[src/rtl/i_mem_ctrl_if.sv]
// Request/response and i_mem port bundle for the instruction memory controller.
interface i_mem_ctrl_if #(
  parameter int unsigned DATA_WIDTH = 128,
  parameter int unsigned ADRS_WIDTH = 32
);
  logic                  fetch_valid;
  logic [ADRS_WIDTH-1:0] fetch_addr;
  logic                  fetch_ready;
  logic                  rsp_valid;
  logic [31:0]           rsp_instr;
  logic                  rsp_ready;
  logic                  wr_valid;
  logic [ADRS_WIDTH-1:0] wr_addr;
  logic [DATA_WIDTH-1:0] wr_data;
  logic                  wr_ready;
  logic [ADRS_WIDTH-5:0] mem_address;
  logic                  mem_wren;
  logic [DATA_WIDTH-1:0] mem_data;
  logic [DATA_WIDTH-1:0] mem_q;

  modport slave (
    input  fetch_valid, fetch_addr, rsp_ready, wr_valid, wr_addr, wr_data, mem_q,
    output fetch_ready, rsp_valid, rsp_instr, wr_ready, mem_address, mem_wren, mem_data
  );

  modport master (
    output fetch_valid, fetch_addr, rsp_ready, wr_valid, wr_addr, wr_data, mem_q,
    input  fetch_ready, rsp_valid, rsp_instr, wr_ready, mem_address, mem_wren, mem_data
  );
endinterface

[src/rtl/i_mem_ctrl.sv]
// Shares the i_mem port between instruction fetch and line writes, with a
// one-line read buffer and a write-streak guard against fetch starvation.
module i_mem_ctrl #(
  parameter int unsigned DATA_WIDTH   = 128,
  parameter int unsigned ADRS_WIDTH   = 32,
  parameter int unsigned STARVE_LIMIT = 4
) (
  input  logic         clock,
  input  logic         rst_n,
  i_mem_ctrl_if.slave  bus
);
  localparam int unsigned LINE_W   = ADRS_WIDTH - 4;
  localparam int unsigned WORD_W   = 32;
  localparam int unsigned STREAK_W = $clog2(STARVE_LIMIT + 1);

  typedef enum logic [1:0] {IDLE, RD_WAIT, RSP} state_t;

  state_t                state, state_nxt;
  logic                  buf_valid;
  logic [LINE_W-1:0]     buf_tag;
  logic [DATA_WIDTH-1:0] buf_line;
  logic [STREAK_W-1:0]   wr_streak;
  logic [LINE_W-1:0]     rd_line;
  logic [1:0]            rd_word;
  logic [WORD_W-1:0]     rsp_instr_q;
  logic [LINE_W-1:0]     last_addr;
  logic [DATA_WIDTH-1:0] last_data;

  logic [LINE_W-1:0] fetch_line, wr_line;
  logic              hit, fetch_wins, wr_grant, fetch_rdy, wr_rdy, fetch_grant;
  logic              unused_addr_bits;

  assign fetch_line       = bus.fetch_addr[ADRS_WIDTH-1:4];
  assign wr_line          = bus.wr_addr[ADRS_WIDTH-1:4];
  assign unused_addr_bits = ^{bus.fetch_addr[1:0], bus.wr_addr[3:0]};

  // Arbitration, next state and memory drive
  always_comb begin
    state_nxt       = state;
    fetch_wins      = 1'b0;
    wr_grant        = 1'b0;
    fetch_rdy       = 1'b0;
    bus.mem_wren    = 1'b0;
    bus.mem_address = last_addr;
    bus.mem_data    = last_data;
    hit             = buf_valid && (buf_tag == fetch_line);

    if (rst_n) begin
      fetch_wins = (state == IDLE) && bus.fetch_valid && !hit &&
                   (!bus.wr_valid || wr_streak == STREAK_W'(STARVE_LIMIT));
      wr_grant   = bus.wr_valid && !fetch_wins;
      fetch_rdy  = (state == IDLE) && (hit || !wr_grant);
    end
    wr_rdy      = rst_n && !fetch_wins;
    fetch_grant = bus.fetch_valid && fetch_rdy;

    unique case (state)
      IDLE:    if (fetch_grant) state_nxt = hit ? RSP : RD_WAIT;
      RD_WAIT: state_nxt = RSP;
      RSP:     if (bus.rsp_ready) state_nxt = IDLE;
      default: state_nxt = IDLE;
    endcase

    if (wr_grant) begin
      bus.mem_wren    = 1'b1;
      bus.mem_address = wr_line;
      bus.mem_data    = bus.wr_data;
    end else if (fetch_wins) begin
      bus.mem_address = fetch_line;
    end
  end

  assign bus.fetch_ready = fetch_rdy;
  assign bus.wr_ready    = wr_rdy;
  assign bus.rsp_valid   = (state == RSP);
  assign bus.rsp_instr   = rsp_instr_q;

  always_ff @(posedge clock or negedge rst_n) begin
    if (!rst_n) state <= IDLE;
    else        state <= state_nxt;
  end

  // Line buffer, response word, streak counter and held memory drive
  always_ff @(posedge clock or negedge rst_n) begin
    if (!rst_n) begin
      buf_valid   <= 1'b0;
      buf_tag     <= '0;
      buf_line    <= '0;
      wr_streak   <= '0;
      rd_line     <= '0;
      rd_word     <= '0;
      rsp_instr_q <= '0;
      last_addr   <= '0;
      last_data   <= '0;
    end else begin
      if (fetch_grant) begin
        rd_line <= fetch_line;
        rd_word <= bus.fetch_addr[3:2];
        if (hit) rsp_instr_q <= buf_line[{bus.fetch_addr[3:2], 5'd0} +: WORD_W];
      end

      // A write to the line in flight leaves the captured copy stale
      if (state == RD_WAIT) begin
        buf_line    <= bus.mem_q;
        buf_tag     <= rd_line;
        buf_valid   <= !(wr_grant && wr_line == rd_line);
        rsp_instr_q <= bus.mem_q[{rd_word, 5'd0} +: WORD_W];
      end else if (wr_grant && wr_line == buf_tag) begin
        buf_valid <= 1'b0;
      end

      if (fetch_grant)
        wr_streak <= '0;
      else if (wr_grant && state == IDLE && bus.fetch_valid &&
               wr_streak != STREAK_W'(STARVE_LIMIT))
        wr_streak <= wr_streak + STREAK_W'(1);

      if (wr_grant) begin
        last_addr <= wr_line;
        last_data <= bus.wr_data;
      end else if (fetch_wins) begin
        last_addr <= fetch_line;
      end
    end
  end
endmodule
[src/flat_wrapper.sv]
// flat-port wrapper written by rule: the top's interface ports become plain ports
module i_mem_ctrl_flat 
#(
  parameter int unsigned DATA_WIDTH   = 128,
  parameter int unsigned ADRS_WIDTH   = 32,
  parameter int unsigned STARVE_LIMIT = 4
)
  (clock, rst_n, bus_fetch_valid, bus_fetch_addr, bus_rsp_ready, bus_wr_valid, bus_wr_addr, bus_wr_data, bus_mem_q, bus_fetch_ready, bus_rsp_valid, bus_rsp_instr, bus_wr_ready, bus_mem_address, bus_mem_wren, bus_mem_data);
  i_mem_ctrl_if #(.DATA_WIDTH(DATA_WIDTH), .ADRS_WIDTH(ADRS_WIDTH)) bus_i ();
  input  logic clock;
  input  logic rst_n;
  input wire logic [$bits(bus_i.fetch_valid)-1:0] bus_fetch_valid;
  input wire logic [$bits(bus_i.fetch_addr)-1:0] bus_fetch_addr;
  input wire logic [$bits(bus_i.rsp_ready)-1:0] bus_rsp_ready;
  input wire logic [$bits(bus_i.wr_valid)-1:0] bus_wr_valid;
  input wire logic [$bits(bus_i.wr_addr)-1:0] bus_wr_addr;
  input wire logic [$bits(bus_i.wr_data)-1:0] bus_wr_data;
  input wire logic [$bits(bus_i.mem_q)-1:0] bus_mem_q;
  output wire logic [$bits(bus_i.fetch_ready)-1:0] bus_fetch_ready;
  output wire logic [$bits(bus_i.rsp_valid)-1:0] bus_rsp_valid;
  output wire logic [$bits(bus_i.rsp_instr)-1:0] bus_rsp_instr;
  output wire logic [$bits(bus_i.wr_ready)-1:0] bus_wr_ready;
  output wire logic [$bits(bus_i.mem_address)-1:0] bus_mem_address;
  output wire logic [$bits(bus_i.mem_wren)-1:0] bus_mem_wren;
  output wire logic [$bits(bus_i.mem_data)-1:0] bus_mem_data;
  assign bus_i.fetch_valid = bus_fetch_valid;
  assign bus_i.fetch_addr = bus_fetch_addr;
  assign bus_i.rsp_ready = bus_rsp_ready;
  assign bus_i.wr_valid = bus_wr_valid;
  assign bus_i.wr_addr = bus_wr_addr;
  assign bus_i.wr_data = bus_wr_data;
  assign bus_i.mem_q = bus_mem_q;
  assign bus_fetch_ready = bus_i.fetch_ready;
  assign bus_rsp_valid = bus_i.rsp_valid;
  assign bus_rsp_instr = bus_i.rsp_instr;
  assign bus_wr_ready = bus_i.wr_ready;
  assign bus_mem_address = bus_i.mem_address;
  assign bus_mem_wren = bus_i.mem_wren;
  assign bus_mem_data = bus_i.mem_data;
  i_mem_ctrl #(.DATA_WIDTH(DATA_WIDTH), .ADRS_WIDTH(ADRS_WIDTH), .STARVE_LIMIT(STARVE_LIMIT)) u_core (.clock(clock), .rst_n(rst_n), .bus(bus_i));
endmodule
[config.mk]
export PLATFORM = sky130hd
export DESIGN_NAME = i_mem_ctrl_flat
export DESIGN_NICKNAME = d
export VERILOG_FILES = /design/src/rtl/i_mem_ctrl_if.sv /design/src/rtl/i_mem_ctrl.sv /design/src/flat_wrapper.sv
export SDC_FILE = /design/constraint.sdc
export NUM_CORES = 1
export LEC_CHECK = 0
export CORE_MARGIN = 2
export CORE_UTILIZATION = 44
export CTS_CLUSTER_SIZE = 40
export DETAILED_ROUTE_END_ITERATION = 6
export GPL_TIMING_DRIVEN = 0
export HOLD_SLACK_MARGIN = 0.08
export PLACE_DENSITY = 0.89
export SLEW_MARGIN = 20
export SYNTH_ARGS = -nofsm -noshare
export SYNTH_HDL_FRONTEND = slang
export SYNTH_SLANG_ARGS = --single-unit
[constraint.sdc]
create_clock -name clock -period 2.85 [get_ports clock]
set_input_delay 0.57 -clock clock [delete_from_list [all_inputs] [get_ports clock]]
set_output_delay 0.57 -clock clock [all_outputs]
set_load 0.005 [all_outputs]
# Word level (Yosys, flattened, before mapping)
# Index checks and enable logic that the tools add are counted.
# word_totals
reg_bits,380
out_inout_bits,192
# classes
shifts,2
n_addsub,1
muxes,18
n_reduce_logical,28
n_eq_ne,9
# op_table
operator,n
indexed part select 128 x 8 -> 32 bit,2
two-way mux 128 bit,1
two-way mux 32 bit,3
== test 28 bit,3
two-way mux 28 bit,2
logical AND 1 bit,13
nonzero test 2 bit,4
logical NOT 1 bit,6
two-way mux 1 bit,6
two-way mux 2 bit,3
two-way mux 3 bit,2
one-hot mux 2 bit (3 select lines),1
AND reduction 2 bit,2
adder 3 x 1 -> 3 bit (second input constant),1
== test 3 bit (second input constant),1
inequality test 3 bit (second input constant),1
== test 2 x 1 -> 1 bit (second input constant),1
== test 2 bit (second input constant),1
logical NOT 2 bit,1
logical OR 1 bit,2
inequality test 2 x 1 -> 1 bit (second input constant),1
inequality test 2 bit (second input constant),1

# Depth between registers and ports, before layout
# Gate-level depths: netlist of run 1.
# logic_depth
depth_word,14
mapped_depth,10
ltp_nobuf,8

# Worst setup path after synthesis of run 1
# OpenSTA, ideal clock, no wires.
# synth_timing
path_type,input -> output
startpoint,input port bus_fetch_addr[17]
endpoint,output port bus_mem_address[14]
path_slack_ns,0.038
path_buffers,4
arrival_time_ns,2.242
stages,10
t_required_ns,2.280
path_cell_list,xnor2_1 -> nand4_1 -> nor4_2 -> and2_1 -> buf_2 -> o211a_1 -> buf_6 -> buf_6 -> buf_6 -> mux2_2
# synth_between
elab_chain_len,9
elab_cells_between_ends,11
# synth_rtl
element,line,text
"start, declared",flat_wrapper.sv:13,input wire logic [$bits(bus_i.fetch_addr)-1:0] bus_fetch_addr;
== test 28 bit (*),i_mem_ctrl.sv:46,hit = buf_valid && (buf_tag == fetch_line);
logical AND 1 bit (*),i_mem_ctrl.sv:46,
logical NOT 1 bit (*),i_mem_ctrl.sv:49,fetch_wins = (state == IDLE) && bus.fetch_valid && !hit &&
logical AND 1 bit (*) (2 in series),i_mem_ctrl.sv:49,
logical NOT 1 bit,i_mem_ctrl.sv:51,wr_grant = bus.wr_valid && !fetch_wins;
logical AND 1 bit,i_mem_ctrl.sv:51,
two-way mux 1 bit,i_mem_ctrl.sv:48,if (rst_n) begin
two-way mux 28 bit (*),n/a,
"end, declared",flat_wrapper.sv:23,output wire logic [$bits(bus_i.mem_address)-1:0] bus_mem_address;
# Every way passes the cells marked *; elsewhere a longest branch is shown, timed or not.

# Worst setup path in the final report of run 1
# layout_timing
startpoint,register u_core.buf_tag[4]
endpoint,output port bus_mem_data[102]
# layout_between
elab_chain_len,9
# layout_rtl
element,line,text
"start, declared",i_mem_ctrl.sv:20,logic [LINE_W-1:0] buf_tag;
"start signal, assigned",i_mem_ctrl.sv:105,buf_tag <= rd_line;
== test 28 bit,i_mem_ctrl.sv:46,
logical AND 1 bit,i_mem_ctrl.sv:46,
logical NOT 1 bit,i_mem_ctrl.sv:49,
logical AND 1 bit (2 in series),i_mem_ctrl.sv:49,
logical NOT 1 bit,i_mem_ctrl.sv:51,
logical AND 1 bit,i_mem_ctrl.sv:51,
two-way mux 1 bit,i_mem_ctrl.sv:48,
two-way mux 128 bit,n/a,
"end, declared",flat_wrapper.sv:25,output wire logic [$bits(bus_i.mem_data)-1:0] bus_mem_data;
# Every way passes these cells.

==> reports/results.txt, run 1 <==
Layout Cells excl Fill: 2,795
Area of the multi-input gates: 8080 um^2
Slew @ Worst Pin: 0.807 ns
Seq cells post-synth: 380
R2R Setup Slk: -0.06 ns
Placed Instance Area: 23,800 um^2
Area of the mapped netlist: 17,900 um^2
Fin Hold WS: 0.0646 ns
Sequential cell area: 9510 um^2
Clock power share: 27.8%
CTS Buf Count: 43
R2r startpoint: u_core.buf_tag[4]
Sw Ratio: 30.7%
DRT antenna net count: 0
Internal power: 14.6 mW
RD Place Congestion: 0.906
IO buf count: 508
Sw power: 6.45 mW
Die height: 206 um
Die span in x: 206 um
Slew headroom: 46.2%
Cell taking the most area after synthesis: dfrtp_1
H-tree Lvls: 2
Setup violations, final: 180
Initial antenna violation count: 20
Total grt overflow: 0
Final WL: 73,000 um
Min Tclk post-route: 3.95 ns
Inst Count DP: 2,527
Num rows: 73
Critical Path Start: u_core.buf_tag[4]
Largest net degree at the start of global routing: 100
Capture point of the critical path: bus_mem_data[102]
Total die area: 42,400 um^2
Synth-to-Final Area Change: 52.5%
Warnings from Yosys: 0
Final hold vios: 0
DP HPWL: 46,400 um
Pins over their slew limit: 0
Unrepaired setup endpoints after global routing: yes
Max_cap viols: 0
Seq/Total Area, Yosys: 53.1%
Post-DR wirelength/cell: 26.1 um
Number of synthesized flops with an enable pin: 0
Worst EP arrival: 3.38 ns
Pwr dens: 770 nW/um^2
Final setup skew: 0.0372 ns
Fmax: 253 MHz
Root Buffer: clkbuf_16
Sink Count: 380
Synthesized area per cell: 12.0 um^2
Design area: 27,300 um^2
CORE AREA: 40,000 um^2
Most frequent cells in the layout: nand2_1 (569), dfrtp_1 (380), clkdlybuf4s50_1 (329), buf_6 (178), mux2_4 (153)
Post-synthesis cell count: 1,490
DR DRC count: 0
Final Core Density: 68.3%
Worst reg2reg endpoint: u_core.last_data[118]
Status: finished with violations
Logic pwr share: 34.0%
Leak: 12.8 nW
Clock Tree Buf Depth: 3
Worst Hold Class: in -> async
Vias: 15,600
Sequential Power Share: 38.2%
Initial Utilization: 44.8%
Violated checks: setup timing
Vias in the first global route: 15,900
Layout cells sized above 1: 33.6%
Ports: 517
Ys flop type: dfrtp_1
Worst slack, placed: -1.45 ns
Critical Path Fanout Max: 7
Nets: 2,544
Startpoint Class: flop
Layout fillers: 2,559
Top post-synthesis cells by area: dfrtp_1 (53%), nand2_1 (12%), mux2_4 (8.4%)
Via/cell ratio: 5.60
First-pass GRT wire length: 98,100 um
CTS tree: yes
Synth unique cells: 32
Max VDD drop: 608 uV
Critical path capture point type: output pin
Leading cell type in the layout, fill and taps excluded: nand2_1
Initial DRT Pass Iterations: 6
Fraction of registers with async set or reset after synthesis: 100%
Req. time, crit path: 2.28 ns
Initial DRC Count: 1,447
Tcrit/Tclk final: 139%
Clock transition at path regs: 0.06 ns
Worst-Skew Late Latency: 0.59 ns
Setup ws final: -1.10 ns
Syn_nets: 1,817
Yosys top cell area share: 53.1%
Reg2Reg Depth: 12
GRT Util Overall: 31.4%
Setup Crit Path Kind: reg -> out
## worst min-delay path by stage
stage	startpoint	endpoint	slack [ns]
6_report	rst_n	u_core.buf_line[89]	0.06
5_1_grt	rst_n	u_core.buf_line[89]	0.12
4_1_cts	rst_n	u_core.buf_line[89]	0.09
3_5_place_dp	u_core.buf_line[99]	u_core.buf_line[99]	0.46
3_3_place_gp	u_core.buf_line[94]	u_core.buf_line[94]	0.45
2_1_floorplan	rst_n	u_core.buf_line[0]	0.27
## cells by family after synthesis
family                     Yosys count  synth area share (%)
xor gates and xnor gates            85                  4.15
muxes                              311                  25.6
buffers and inverters               91                  3.30
and+or+nand+nor                    610                  13.3
adders and majority gates            2                 0.140
AOI/OAI and AO/OA                   11                 0.391
DFF                                380                  53.1
## cell usage after synthesis, types with 3 or more instances
cell	instances
a21oi_1	4
buf_1	9
buf_12	11
buf_2	12
buf_4	7
buf_6	4
clkbuf_1	44
dfrtp_1	380
inv_1	4
mux2_1	14
mux2_2	132
mux2_4	100
mux4_2	64
nand2_1	569
nand3_1	4
nand4_1	13
nor2_1	5
nor4_1	9
o21ai_0	3
xnor2_1	48
xor2_1	37
## registers in the layout (all words and copies together) (netlist names)
name / flops
u_core.buf_line: 128
u_core.buf_tag: 28
u_core.buf_valid: 1
u_core.bus.rsp_instr: 32
u_core.last_addr: 28
u_core.last_data: 128
u_core.rd_line: 28
u_core.rd_word: 2
u_core.state: 2
u_core.wr_streak: 3
## area by class of cell
class	count	area share, %
Sequential cell	380	34.8
Timing Repair Buffer	683	25.3
Buffer	86	2.39
Tap cell	525	2.40
Clock inverter	18	0.883
Antenna cell	22	0.201
Inverter	4	0.0549
Multi-Input combinational cell	1019	29.5
Clock buffer	58	4.48
## worst max-delay path: stages, from the launching register on
cell and delay [ns]:
dfrtp_1 0.43, xnor2_1 0.25, nand4_1 0.23, nor4_4 0.39
and2_4 0.22, o211a_1 0.20, buf_12 0.15, buf_12 0.15
buf_12 0.14, buf_8 0.12, buf_6 0.09, mux2_4 0.30
buf_6 0.12
## timing repair
item                                    in CTS  in global routing
gates cloned                                 4                  5
resized for setup                          487                377
hold endpoints to repair                    34                  0
setup buffers                               78                 95
pin swaps                                   12                  7
hold buffers                                 5                  0
endpoints found under the setup margin     159                165
## power groups by stage
stage | sequential (mW) | clock [mW] | combinational (mW)
after floorplan | 7.72 | 0 | 3.27
after global placement | 7.87 | 0 | 5.94
after detailed placement | 7.98 | 0 | 6.18
after CTS | 7.92 | 5.84 | 6.43
after global routing | 8.14 | 6.12 | 7.56
final | 8.03 | 5.85 | 7.15
## through the flow
stage | power [mW] | TNS [ns]
floorplan | 11.0 | 0
global placement | 13.8 | -
detailed placement | 14.2 | -314.48
CTS | 20.2 | -141.09
global route | 21.8 | -168.27
finish | 21.0 | -155.49
## metal layers
layer | up-vias | share of wire, % | GRT usage (%) | routed length [um]
li1 | 6453 | - | - | -
met1 | 7816 | 34 | 36.0 | 24800
met2 | 1078 | 49 | 52.5 | 35700
met3 | 287 | 11 | 8.82 | 7790
met4 | 8 | 6.4 | 18.4 | 4660
met5 | - | 0.11 | 0 | 79
No activity file was read; power rests on OpenSTA's default activity.
==> run 2, diff against run 1 <==
Settings changed: CAP_MARGIN set to 30, SLEW_MARGIN 20 to not set.
==> run 2 against run 1 <==
The run still ends with setup timing left. Clock power hardly changed. Die area did not move. Largest power group unchanged. Design area rose by 1.2%. Critical endpoint is now bus_mem_data[35]. First-iteration DRC count increased by 8.2%. Power is 1.2% higher. Fmax down 0.77%. Global-route usage grew 0.57 points.
==> reports/results.txt, run 2 (synthesis gave the netlist of run 1 again) <==
Status: finished with violations
Violated checks: setup timing
Initial Utilization: 44.8% (unchanged)
Sink Count: 380 (unchanged)
Min Tclk post-route: 3.98 ns (+0.0306 ns)
Initial DRC Count: 1,566 (+8.2%)
First-pass GRT wire length: 100,000 um (+2.3%)
Worst-Skew Late Latency: 0.57 ns (-0.02 ns)
Vias: 15,500 (-0.94%)
Reg2Reg Depth: 13 (+1)
R2r startpoint: u_core.buf_tag[12]
Design area: 27,700 um^2 (+1.2%)
Sequential Power Share: 37.7% (-0.5 points)
Slowest stage cell, crit path: dfrtp_1
DRT antenna net count: 0 (unchanged)
Clock Tree Buf Depth: 3 (unchanged)
Critical Path Start: u_core.buf_tag[12]
Crit path largest cell delay: 0.43 ns (about the same)
Largest net degree at the start of global routing: 125 (+25%)
Fmax: 251 MHz (-0.77%)
Setup ws final: -1.13 ns (-0.0306 ns)
DR DRC count: 0 (unchanged)
Slew @ Worst Pin: 0.879 ns (+0.0716 ns)
Synth-to-Final Area Change: 54.4%
Root Buffer: clkbuf_16
Initial DRT Pass Iterations: 6 (unchanged)
Nets: 2,555 (+0.43%)
Num rows: 73 (unchanged)
Tcrit/Tclk final: 140% (+1.1 points)
Pins over their slew limit: 0 (unchanged)
DP HPWL: 46,100 um (-0.69%)
CTS tree: yes
Placed Instance Area: 23,800 um^2 (-0.12%)
Worst Hold Class: in -> async
R2R Setup Slk: -0.20 ns (-0.14 ns)
Worst EP arrival: 3.41 ns (+0.03 ns)
Slew headroom: 41.4% (-4.8 points)
Worst slack, placed: -1.57 ns (-0.114 ns)
Clock transition at path regs: 0.06 ns (about the same)
Critical Path Fanout Max: 8 (+1)
Clock power share: 27.5% (-0.3 points)
CTS Buf Count: 42 (-2.3%)
Via/cell ratio: 5.52 (-1.4%)
Die span in x: 206 um (unchanged)
Worst path cell trace: xnor2_1, nand4_1, nor4_4, and2_4, o211a_1, buf_6, buf_4, buf_12, buf_6, buf_12, mux2_4, buf_6
Sw Ratio: 30.3% (-0.38 points)
Final hold vios: 0 (unchanged)
Worst reg2reg endpoint: u_core.last_data[74]
Capture point of the critical path: bus_mem_data[35]
Max VDD drop: 568 uV (-6.5%)
Setup Crit Path Kind: reg -> out
Req. time, crit path: 2.28 ns (about the same)
Pwr dens: 769 nW/um^2 (about the same)
Post-DR wirelength/cell: 25.9 um (-0.96%)
Sw power: 6.44 mW (about the same)
GRT Util Overall: 31.9% (+0.57 points)
Layout cells sized above 1: 34.3% (+0.69 points)
Most frequent cells in the layout: nand2_1 (569), dfrtp_1 (380), clkdlybuf4s50_1 (325), buf_6 (186), mux2_4 (152)
Leak: 13.0 nW (+1.4%)
Final setup skew: 0.0284 ns (-0.00879 ns)
Max_cap viols: 0 (unchanged)
Final WL: 72,700 um (-0.53%)
Fin Hold WS: 0.0694 ns (+0.00481 ns)
Setup_tns: -161.10 ns (-5.61 ns)
Crit-path most repeated cell: buf_6
Internal power: 14.8 mW (+1.7%)
Leading cell type in the layout, fill and taps excluded: nand2_1
Startpoint Class: flop
Vias in the first global route: 16,100 (+1.3%)
Total grt overflow: 0 (unchanged)
Logic pwr share: 34.8% (+0.8 points)
Die height: 206 um (unchanged)
Ports: 517 (unchanged)
Unrepaired setup endpoints after global routing: yes
IO buf count: 508 (unchanged)
Design Power: 21.3 mW (+1.2%)
Total die area: 42,400 um^2 (unchanged)
CORE AREA: 40,000 um^2 (unchanged)
Setup violations, final: 212 (+18%)
Critical path capture point type: output pin
RD Place Congestion: 0.906 (unchanged)
H-tree Lvls: 2 (unchanged)
Initial antenna violation count: 28 (+40%)
==> run 2: changes by cell type in the layout (fill, tap and decap cells not counted), moves of 8 or more <==
cell      previous run  this run
buf_12              23        34
clkbuf_2            51        16
buf_4               84       110
buf_2               10        18
buf_6              178       186
==> run 2: worst min path at each step <==
stage,from,cells after the start,endpoint
2_1_floorplan,rst_n,0,u_core.buf_line[0]
4_1_cts,rst_n,3,u_core.buf_line[17]
6_report,rst_n,2,u_core.bus.rsp_instr[19]
5_1_grt,rst_n,2,u_core.buf_line[121]
3_5_place_dp,u_core.buf_line[99],2,u_core.buf_line[99]
3_3_place_gp,u_core.buf_line[94],2,u_core.buf_line[94]
==> run 2: power by group through the flow <==
stage	Combinational [mW]	Clock, mW	Sequential [mW]
detailed placement	6.16	0	7.98
floorplan	3.27	0	7.72
global route	7.84	6.10	8.13
CTS	6.87	5.86	7.92
global placement	5.94	0	7.87
finish	7.40	5.86	8.02
==> run 2: per-stage QoR <==
stage | utilization (%) | cells
2_1_floorplan | - | 1490
3_3_place_gp | 59.2 | 2523
3_5_place_dp | 59.4 | 2526
4_1_cts | 67.6 | 2726
5_1_grt | 69.1 | 2805
6_report | 69.2 | 2807
==> run 2: cell type report <==
type,count,area [um^2]
fill,2481,12300
clock inverter,14,209
timing repair buffer,695,7180
sequential,380,9510
antenna,24,60.1
buffer,86,656
multi-input combinational,1019,8120
inverter,4,15.0
tap,525,657
clock buffer,60,1260
==> run 2: repair_timing <==
| item | 4_1_cts | 5_1_grt |
|---|---|---|
| buffers inserted | 114 | 64 |
| pin swaps | 13 | 10 |
| gates cloned | 11 | 1 |
| endpoints found under the setup margin | 169 | 201 |
| hold endpoints to repair | 40 | 0 |
| hold buffers | 3 | 0 |
| gates resized for setup | 846 | 91 |
==> run 2: per-layer routing <==
| layer | routed length [um] | GRT usage [%] | share of wire (%) |
|---|---|---|---|
| met4 | 4680 | 20.0 | 6.4 |
| met5 | 87 | 0.595 | 0.12 |
| met2 | 35700 | 53.1 | 49 |
| met1 | 24600 | 36.1 | 34 |
| met3 | 7550 | 9.44 | 10 |
==> run 2: critical path: cells and delay by family, from the launching register on <==
kind / cells / cell delay (ns)
DFF: 1 / 0.43
xor gates and xnor gates: 1 / 0.23
muxes: 1 / 0.37
buffers and inverters: 6 / 0.80
and+or+nand+nor: 3 / 0.85
AOI/OAI and AO/OA: 1 / 0.16
==> run 3, diff against run 2 <==
Settings changed: CORE_UTILIZATION 44 to 45, PLACE_DENSITY 0.89 to 0.87.
Clock period 2.85 ns to 4.8 ns, I/O delays scaled along.
==> run 3 against run 2 <==
Highest routed layer unchanged. Flip-flop and latch count is the same. Critical path type is now in -> out. Clock power is 42% lower. Wire length fell by 12%. Non-clock buffer count fell by 173. First-iteration DRC count decreased by 36%. Worst hold slack improved by 0.18 ns. The flow now finishes without violations. Combinational power down 50%. Cell count shrank 6.5%. Largest cell class unchanged.
==> reports/results.txt, run 3 (synthesis gave the netlist of run 1 again) <==
Clock Tree Buf Depth: 3 (unchanged)
Synth-to-Final Area Change: 42.6%
Clock transition at path regs: 0.06 ns (about the same)
Setup Crit Path Kind: in -> out
Ports: 517 (unchanged)
Via/cell ratio: 5.41 (-2.0%)
Status: completed
Final hold vios: 0 (unchanged)
R2r startpoint: u_core.buf_tag[6]
Pwr dens: 463 nW/um^2 (-40%)
CORE AREA: 39,500 um^2 (-1.1%)
Final setup skew: 0.0118 ns (-0.0166 ns)
RD Place Congestion: 0.930 (+2.7%)
CTS Buf Count: 42 (unchanged)
Root Buffer: clkbuf_16
Total grt overflow: 0 (unchanged)
Num rows: 73 (unchanged)
Pins over their slew limit: 0 (unchanged)
Min Tclk post-route: 4.75 ns
Req. time, crit path: 3.84 ns (+1.56 ns)
Nets: 2,382 (-6.8%)
Worst Hold Class: in -> async
Leading cell type in the layout, fill and taps excluded: nand2_1
Initial antenna violation count: 20 (-29%)
Initial DRC Count: 999 (-36%)
Die height: 204 um (-1.1%)
Max VDD drop: 347 uV (-39%)
GRT Util Overall: 29.6% (-2.4 points)
Reg2Reg Depth: 10 (-3)
DR DRC count: 0 (unchanged)
Vias: 14,200 (-8.4%)
Final WL: 63,600 um (-12%)
H-tree Lvls: 2 (unchanged)
Setup violations, final: 0 (-100%)
Leak: 11.7 nW (-9.9%)
Worst EP arrival: 3.79 ns (+0.38 ns)
Critical path capture point type: output pin
Sink Count: 380 (unchanged)
Tcrit/Tclk final: 98.9%
Fin Hold WS: 0.248 ns (+0.178 ns)
Initial Utilization: 45.3% (+0.52 points)
Critical Path Start: bus_fetch_addr[23]
DP HPWL: 45,600 um (-1.1%)
Slew headroom: 45.9% (+4.5 points)
CTS tree: yes
Post-CTS Hold Buffers: 0 (-3)
Startpoint Class: input pin
Worst-Skew Late Latency: 0.56 ns (about the same)
Critical Path Fanout Max: 10 (+2)
Max_cap viols: 0 (unchanged)
Initial DRT Pass Iterations: 5 (-1)
Worst reg2reg endpoint: u_core.last_addr[10]
Fmax: 211 MHz
R2R Setup Slk: 2.05 ns (+2.25 ns)
Post-DR wirelength/cell: 24.2 um (-6.3%)
Total die area: 41,400 um^2 (-2.2%)
Slew @ Worst Pin: 0.812 ns (-0.0668 ns)
IO buf count: 508 (unchanged)
Vias in the first global route: 15,300 (-5.4%)
DRT antenna net count: 0 (unchanged)
First-pass GRT wire length: 92,100 um (-8.2%)
Die span in x: 204 um (-1.1%)
Layout cells sized above 1: 20.3% (-14 points)
Largest net degree at the start of global routing: 125 (unchanged)
Final Core Density: 64.6% (-4.5 points)
Most frequent cells in the layout: nand2_1 (569), clkdlybuf4s50_1 (432), dfrtp_1 (380), mux2_2 (133), mux2_4 (100)
[run 3: changes by cell type in the layout (fill, tap and decap cells not counted), sizes merged]
cell and change:
clkinvlp -1, dlygate4sd2 +30, clkdlybuf4s15 +2, dlymetal6s2s +18, clkinv -1, clkbuf -10, diode -6, buf -319
inv -3, bufbuf +1, bufinv -1, clkdlybuf4s50 +107
[run 3: worst max path at each step]
stage	cells after the start	to	slack, ns
floorplan	10	bus_mem_address[14]	1.21
global placement	1	u_core.last_data[86]	-13.80
detailed placement	9	bus_mem_address[16]	-0.43
CTS	12	bus_mem_address[27]	0.009
global route	12	bus_mem_data[104]	-0.01
finish	12	bus_mem_data[123]	0.05
[run 3: metrics by stage]
step                      worst slack, ns  cells  setup TNS, ns  area, um^2  total power [mW]
after detailed placement           -0.433   2526         -38.42       23800              8.38
after global routing              -0.0130   2623        -0.0275       25500              12.4
after CTS                         0.00856   2604              0       25300              11.8
after global placement             -13.80   2523       -9846.23       23700              8.21
after floorplan                      1.21   1490              0       17900              6.52
final                              0.0544   2624              0       25600              11.8
[run 3: area by class of cell]
cell class | instances | area (um^2)
well taps | 525 | 657
flip-flops and latches | 380 | 9510
diodes | 18 | 45.0
plain buffers | 86 | 603
fillers | 2828 | 14000
repair buffers | 522 | 5390
clock buffers | 62 | 1290
multi-input cells | 1019 | 7900
inverters | 4 | 15.0
clock inverters | 8 | 140
[run 3: routing by layer]
layer	share of wire [%]	wire length (um)	global-route usage [%]	vias up
met5	0.019	12	0	-
met4	4.6	2920	15.5	2
met3	9.2	5870	8.74	169
met2	50	31900	50.1	792
met1	36	23000	33.9	7107
li1	-	-	-	6121
[run 3: timing repair]
action,4_1_cts,5_1_grt
setup endpoints to repair,156,124
buffers inserted,5,0
pin swaps,21,4
gates cloned,3,3
resized for setup,73,31
[run 3: critical path, cell delays in order]
cell             delay, ns
dlygate4sd2_1         0.30
xnor2_2               0.24
nand3_2               0.14
nor4_4                0.33
and2_4                0.20
buf_2                 0.15
o211a_1               0.17
buf_8                 0.15
buf_12                0.15
buf_12                0.16
mux2_4                0.32
clkdlybuf4s50_1       0.48
[run 3: power breakdown]
group | switching (mW) | leakage, nW | internal [mW]
sequential | 0.580 | 4.56 | 4.15
combinational | 1.56 | 6.47 | 2.16
clock | 1.33 | 0.707 | 2.06
